===== config.mk =====
export PLATFORM = sky130hd
export DESIGN_NAME = board_renderer
export DESIGN_NICKNAME = d
export VERILOG_FILES = /design/src/rtl/board_renderer.sv
export SDC_FILE = /design/constraint.sdc
export NUM_CORES = 1
export LEC_CHECK = 0
export ABC_AREA = 1
export BUFFER_PORTS_ARGS = -buffer_cell sky130_fd_sc_hd__buf_2
export CORE_MARGIN = 2
export CORE_UTILIZATION = 30
export CTS_CLUSTER_DIAMETER = 80
export DETAILED_ROUTE_END_ITERATION = 6
export PLACE_DENSITY_LB_ADDON = 0.15
export SLEW_MARGIN = 0
export SYNTH_ARGS = -nofsm -noshare
export SYNTH_HDL_FRONTEND = slang
export SYNTH_SLANG_ARGS = --single-unit

===== constraint.sdc =====
create_clock -name CLOCK_50 -period 3.4 [get_ports CLOCK_50]
set_input_delay 0.34 -clock CLOCK_50 [delete_from_list [all_inputs] [get_ports CLOCK_50]]
set_output_delay 0.34 -clock CLOCK_50 [all_outputs]
set_load 0.02 [all_outputs]

===== src/rtl/board_renderer.sv =====
// Sweeps the board RAM (or draws ranked result bands) and emits one pixel-plot
// command per board cell for the VGA adapter.
module board_renderer #(
  parameter int X_MAX       = 159,
  parameter int Y_MAX       = 119,
  parameter int RAM_LATENCY = 2,
  parameter int BAND_ROWS   = 30
) (
  input  logic        CLOCK_50,
  input  logic        reset,
  input  logic        enable,
  input  logic        done_ordering,
  input  logic [11:0] ordered_colours,
  input  logic [2:0]  ram_q,
  output logic [14:0] rd_address,
  output logic [7:0]  x,
  output logic [6:0]  y,
  output logic [2:0]  colour,
  output logic        plot,
  output logic        frame_done
);

  localparam logic [2:0] S_IDLE  = 3'd0;
  localparam logic [2:0] S_FETCH = 3'd1;
  localparam logic [2:0] S_WAIT  = 3'd2;
  localparam logic [2:0] S_PLOT  = 3'd3;
  localparam logic [2:0] S_DONE  = 3'd4;

  localparam int WAIT_W = (RAM_LATENCY > 1) ? $clog2(RAM_LATENCY) : 1;
  localparam logic [WAIT_W-1:0] WAIT_LAST = WAIT_W'(RAM_LATENCY - 1);
  localparam logic [7:0] X_LAST = 8'(X_MAX);
  localparam logic [6:0] Y_LAST = 7'(Y_MAX);

  logic [2:0]        state;
  logic              results_mode;
  logic [WAIT_W-1:0] wait_cnt;
  logic              last_pixel;
  logic [7:0]        x_adv;
  logic [6:0]        y_adv;

  function automatic logic [2:0] band_colour(input logic [6:0] row,
                                             input logic [11:0] ranks);
    if (row < 7'(BAND_ROWS))          return ranks[11:9];
    else if (row < 7'(2 * BAND_ROWS)) return ranks[8:6];
    else if (row < 7'(3 * BAND_ROWS)) return ranks[5:3];
    else                              return ranks[2:0];
  endfunction

  always_comb begin
    last_pixel = (x == X_LAST) && (y == Y_LAST);
    x_adv      = (x == X_LAST) ? 8'd0 : x + 8'd1;
    y_adv      = (x == X_LAST) ? y + 7'd1 : y;
  end

  // rd_address is reloaded together with the counters, so it already holds
  // the new pixel's address during FETCH and stays put through PLOT.
  always_ff @(posedge CLOCK_50) begin
    if (reset) begin
      state        <= S_IDLE;
      results_mode <= 1'b0;
      wait_cnt     <= '0;
      rd_address   <= '0;
      x            <= '0;
      y            <= '0;
      colour       <= '0;
      plot         <= 1'b0;
      frame_done   <= 1'b0;
    end else begin
      plot       <= 1'b0;
      frame_done <= 1'b0;
      case (state)
        S_IDLE: begin
          if (enable) begin
            results_mode <= done_ordering;
            x            <= '0;
            y            <= '0;
            rd_address   <= '0;
            state        <= S_FETCH;
          end
        end
        S_FETCH: begin
          if (results_mode) begin
            colour <= band_colour(y, ordered_colours);
            plot   <= 1'b1;
            state  <= S_PLOT;
          end else begin
            wait_cnt <= '0;
            state    <= S_WAIT;
          end
        end
        S_WAIT: begin
          if (wait_cnt == WAIT_LAST) begin
            colour <= ram_q;
            plot   <= 1'b1;
            state  <= S_PLOT;
          end else begin
            wait_cnt <= wait_cnt + WAIT_W'(1);
          end
        end
        S_PLOT: begin
          if (last_pixel) begin
            frame_done <= 1'b1;
            state      <= S_DONE;
          end else begin
            x          <= x_adv;
            y          <= y_adv;
            rd_address <= {x_adv, y_adv};
            state      <= S_FETCH;
          end
        end
        S_DONE:  state <= S_IDLE;
        default: state <= S_IDLE;
      endcase
    end
  end

endmodule


=== Yosys cells after proc, flatten, opt, wreduce, memory -nomap -nowiden ===
Cells that the tools add are included.

* Flip-flop bits (word level): 40
* Input port bits: 19

* Add/subtract/negate cells: 3
* Order comparisons: 3
* Eq/ne operators: 10
* Multiplexer cells: 29
* Bitwise operators: 1
* Reductions and logical operators: 10

{| class="wikitable"
|+ Operators by type and width
! operator !! count
|-
| 2-to-1 mux 15 bit || 2
|-
| case mux 15 bit (2 select lines) || 1
|-
| 2-to-1 mux 3 bit || 8
|-
| 2-to-1 mux 8 bit || 3
|-
| 2-to-1 mux 7 bit || 3
|-
| case mux 8 bit (2 select lines) || 1
|-
| case mux 7 bit (2 select lines) || 1
|-
| case mux 3 bit (4 select lines) || 1
|-
| inequality test 2 bit, second input constant || 5
|-
| adder 8 x 1 -> 8 bit, second input constant || 1
|-
| == test 8 bit, second input constant || 1
|-
| adder 7 x 1 -> 7 bit, second input constant || 1
|-
| == test 7 bit, second input constant || 1
|-
| less-than comparator 7 x 5 -> 1 bit, second input constant || 1
|-
| less-than comparator 7 x 6 -> 1 bit, second input constant || 1
|-
| less-than comparator 7 bit, second input constant || 1
|-
| == test 3 x 2 -> 1 bit, second input constant || 2
|-
| 2-to-1 mux 1 bit || 6
|-
| case mux 3 bit (2 select lines) || 1
|-
| AND reduction 2 bit || 3
|-
| AND reduction 3 bit || 2
|-
| case mux 1 bit (2 select lines) || 2
|-
| nonzero test 2 bit || 2
|-
| == test 3 x 1 -> 1 bit, second input constant || 1
|-
| other kinds (5) || 5
|}

=== Depth between registers and ports, before layout ===
* Word-level depth: 6
* Depth in mapped cells: 12

=== Least setup slack after synthesis ===
Ideal clock, no wire load.

* Kind: reg2reg
* From: register rd_address[7] (netlist name)
* To: register rd_address[6]
* Arrival: 1689 ps
* Data required time: 3333 ps
* Path slack: 1644 ps
* Stages on the path, launching flop included: 10
* Path buffers: 1
* Clock period less this slack: 1756 ps
* Cell sequence: dfxtp_1 > ha_1 > nand2_2 > nor2_4 > nand4_4 > or2_1 > buf_6 > nor2_4 > nand2_1 > o21ai_2

{| class="wikitable"
|+ RTL lines
! element !! RTL line !! RTL
|-
| end signal, assigned || 107 || <nowiki>rd_address <= {x_adv, y_adv};</nowiki>
|-
| end, declared || 15 || <nowiki>output logic [14:0] rd_address,</nowiki>
|}

==> reports/metrics.yaml <==
routing:
  drc_errors: 0
  via_per_inst: 4.36
  wirelength_um: 3610
  antenna_left: 0
  wl_per_cell_um: 10.6
  vias: 1483
  drtPass1Iterations: 5
  drt_iter0_drc: 100
clock_network:
  cts_inserted_buffers: 3
  cts_buffer_depth: 2
  cts_tree: "yes"
  path_clk_slew_ps: 90
  cts-htree-levels: 1
  cts-root-buf: "clkbuf_8"
  clkSinkCount: 25
  holdBufCountCts: 0
  clk_latency_ps: 260
  cts_resized: 0
  cts_setup_buffers: 0
pwr:
  power.share.clock: 0.216
  p_leak_nw: 0.912
  switching_share: 0.384
  p_sw_w: 0.000306
  p_int_w: 0.000492
  p_comb_frac: 0.357
  peakVddDrop_uv: 141
  powerDensity_nw_per_um2: 433
  pwr-share-seq: 0.427
critical_path:
  arrival_ps: 1960
  worst-path-max-fanout: 6
  path_cells: "ha_1 > nand2_2 > nor2_4 > nand4_4 > or2_1 > nor2_4 > nand2_1 > o21ai_2"
  cp-end-kind: "register"
  path_class: "reg2reg"
  crit_top_cell: "nor2_4"
  crit_slowest_cell: "dfxtp_1"
  worst_setup_path_start_kind: "register"
  cp.required_ps: 3600
  r2r-start: "rd_address[7]$_SDFFE_PP0P_"
  r2r_cells: 8
  critPathMaxStageDelay_ps: 410
  regToRegEndpoint: "rd_address[6]$_SDFFE_PP0P_"
  rrSetupSlack_ps: 1640
hold_path:
  hold_path_end: "results_mode$_SDFFE_PP0P_"
  min-delay-start: "done_ordering"
  min_path_cells: 3
  hold_path_class: "in2reg"
timing:
  skew_ps: 8.02
  fin_crit_sh: 0.519
  maxSlewViolCount: 0
  finalSetupTns_ps: 0
  setup_violations: 0
  tightest_slew_ps: 482
  min_period_ps: 1760
  hold_violations: 0
  rsz0062_at_grt: "false"
  timing.hold.ws_ps: 354
  slew_headroom: 0.678
  timing.fmax_mhz: 567
yosys:
  yosys.area_share.adder: 0.0157
  synth_area_sq_um: 1600
  yosys_warnings: 0
  synth_nets: 253
  async_flop_share: 0
  yosysTopAreaCellShare: 0.314
  syn_inst: 232
  yosysTopAreaCell: "dfxtp_1"
  synth_compound_area_frac: 0.116
  synth_edf_count: 0
  synth_top_family_by_area: "simple AND/OR/NAND/NOR gates"
  synthDistinctLibCells: 29
  synth_flop_cell: "dfxtp_1"
  synth.most_common_cell: "nand2_1"
  ys_seq_elements: 25
  syn_avg_cell_area_sq_um: 6.88
  yosysSeqAreaShare: 0.314
  synthXorXnorAreaFrac: 0.0165
  synthMuxAreaShare: 0
  ys_top_cells_by_count: "nand2_1, inv_1, dfxtp_1, nor2_1, nand3_1"
  yosys.area_share.simple: 0.378
  yosys-top-cells-area: "dfxtp_1, nand2_1, buf_4"
status:
  status: "finished, final reports clean"
final_layout:
  area_delta_synth_final_pct: 15.5
  drive_above_1_share: 0.293
  diodes: 0
  nets: 292
floorplan:
  die_area_sq_um: 5920
  rows: 26
  initial_utilization: 0.312
  fp.dieH_um: 76.9
  die_w_um: 76.9
  io_pins: 54
  core_area_sq_um: 5110
job:
  maxCapViolations: 0
placed_design:
  hpwl_um: 2900
  gp_congestion: 0.742
  port_buffers: 53
global_route:
  grt_pass1_vias: 1272
  grt_antenna_before_repair: 0
  grt_max_degree: 17
  grt_pass1_wl_um: 5930
  grt.overflow.total: 0
  grt.total_usage: 0.123
==> state kept, by name, indices dropped and copies added, names as in the netlist <==
| signal | flops |
|---|---|
| rd_address | 14 |
| colour | 3 |
| state | 3 |
| frame_done | 1 |
| plot | 1 |
| results_mode | 1 |
| wait_cnt | 1 |
| x | 1 |
==> power by group through the flow <==
stage          Combinational, W  Clock, W  Sequential, W
6_report               0.000285  0.000173       0.000341
3_3_place_gp           0.000286         0       0.000348
4_1_cts                0.000287  0.000184       0.000341
2_1_floorplan          0.000230         0       0.000357
3_5_place_dp           0.000286         0       0.000348
5_1_grt                0.000319  0.000195       0.000347
==> cell usage in the layout (no fill, tap or decap), types with 2 or more instances in the layout <==
cell / count
buf_2: 53
inv_1: 26
clkinv_1: 2
nor2_1: 24
xor2_1: 3
a21oi_1: 17
nand2_4: 2
nand4_1: 3
ha_1: 2
nand3_1: 18
o21ai_1: 4
o21bai_1: 2
nor3_1: 5
a21oi_2: 3
nor2_2: 2
or2_2: 4
o21ai_0: 6
nand2_2: 5
clkbuf_8: 3
nor2_4: 3
dfxtp_1: 25
nand2_1: 51
==> final cells by class <==
cell class | instances | area, sq um
fill | 578 | 3260
multi-input combinational | 160 | 840
sequential | 25 | 500
timing repair buffer | 53 | 265
inverter | 28 | 105
tap | 70 | 87.6
clock buffer | 4 | 45.0
==> per-layer routing <==
layer,track usage,part of all wire,vias up
met3,0.0247,0.036,2
met4,0.0400,0.0058,0
met1,0.180,0.52,655
met2,0.178,0.44,24
li1,-,-,802
met5,0,0,-
==> how the worst max path moves through the flow <==
stage	slack, ps	startpoint	end	cells after the start
after floorplan	1640	rd_address[7]$_SDFFE_PP0P_	rd_address[6]$_SDFFE_PP0P_	9
after global placement	1640	rd_address[7]$_SDFFE_PP0P_	rd_address[6]$_SDFFE_PP0P_	8
after detailed placement	1630	rd_address[7]$_SDFFE_PP0P_	rd_address[6]$_SDFFE_PP0P_	8
after CTS	1600	rd_address[7]$_SDFFE_PP0P_	rd_address[6]$_SDFFE_PP0P_	8
after global routing	1460	rd_address[7]$_SDFFE_PP0P_	rd_address[6]$_SDFFE_PP0P_	8
final	1640	rd_address[7]$_SDFFE_PP0P_	rd_address[6]$_SDFFE_PP0P_	8
==> worst max-delay path, delay by kind of cell (launching register included) <==
kind            cells  cell delay (ps)
flops               1              410
compound gates      1              100
simple gates        6              950
fa+ha+maj           1              220
==> cell families after synthesis <==
kind of cell / Yosys count
AOI/OAI and AO/OA: 33
xor gates and xnor gates: 3
adders and majority gates: 2
buffers and inverters: 47
DFF: 25
and+or+nand+nor: 122
==> per-stage QoR <==
| stage | util | worst slack [ps] | instances | cell area (sq um) | power (W) |
|---|---|---|---|---|---|
| 2_1_floorplan | - | 1640 | 232 | 1600 | 0.000587 |
| 3_3_place_gp | 0.352 | 1640 | 336 | 1800 | 0.000634 |
| 6_report | 0.361 | 1640 | 340 | 1840 | 0.000798 |
| 4_1_cts | 0.361 | 1600 | 340 | 1840 | 0.000812 |
| 5_1_grt | 0.361 | 1460 | 340 | 1840 | 0.000861 |
| 3_5_place_dp | 0.352 | 1630 | 336 | 1800 | 0.000634 |
No activity file was read; power rests on OpenSTA's default activity.
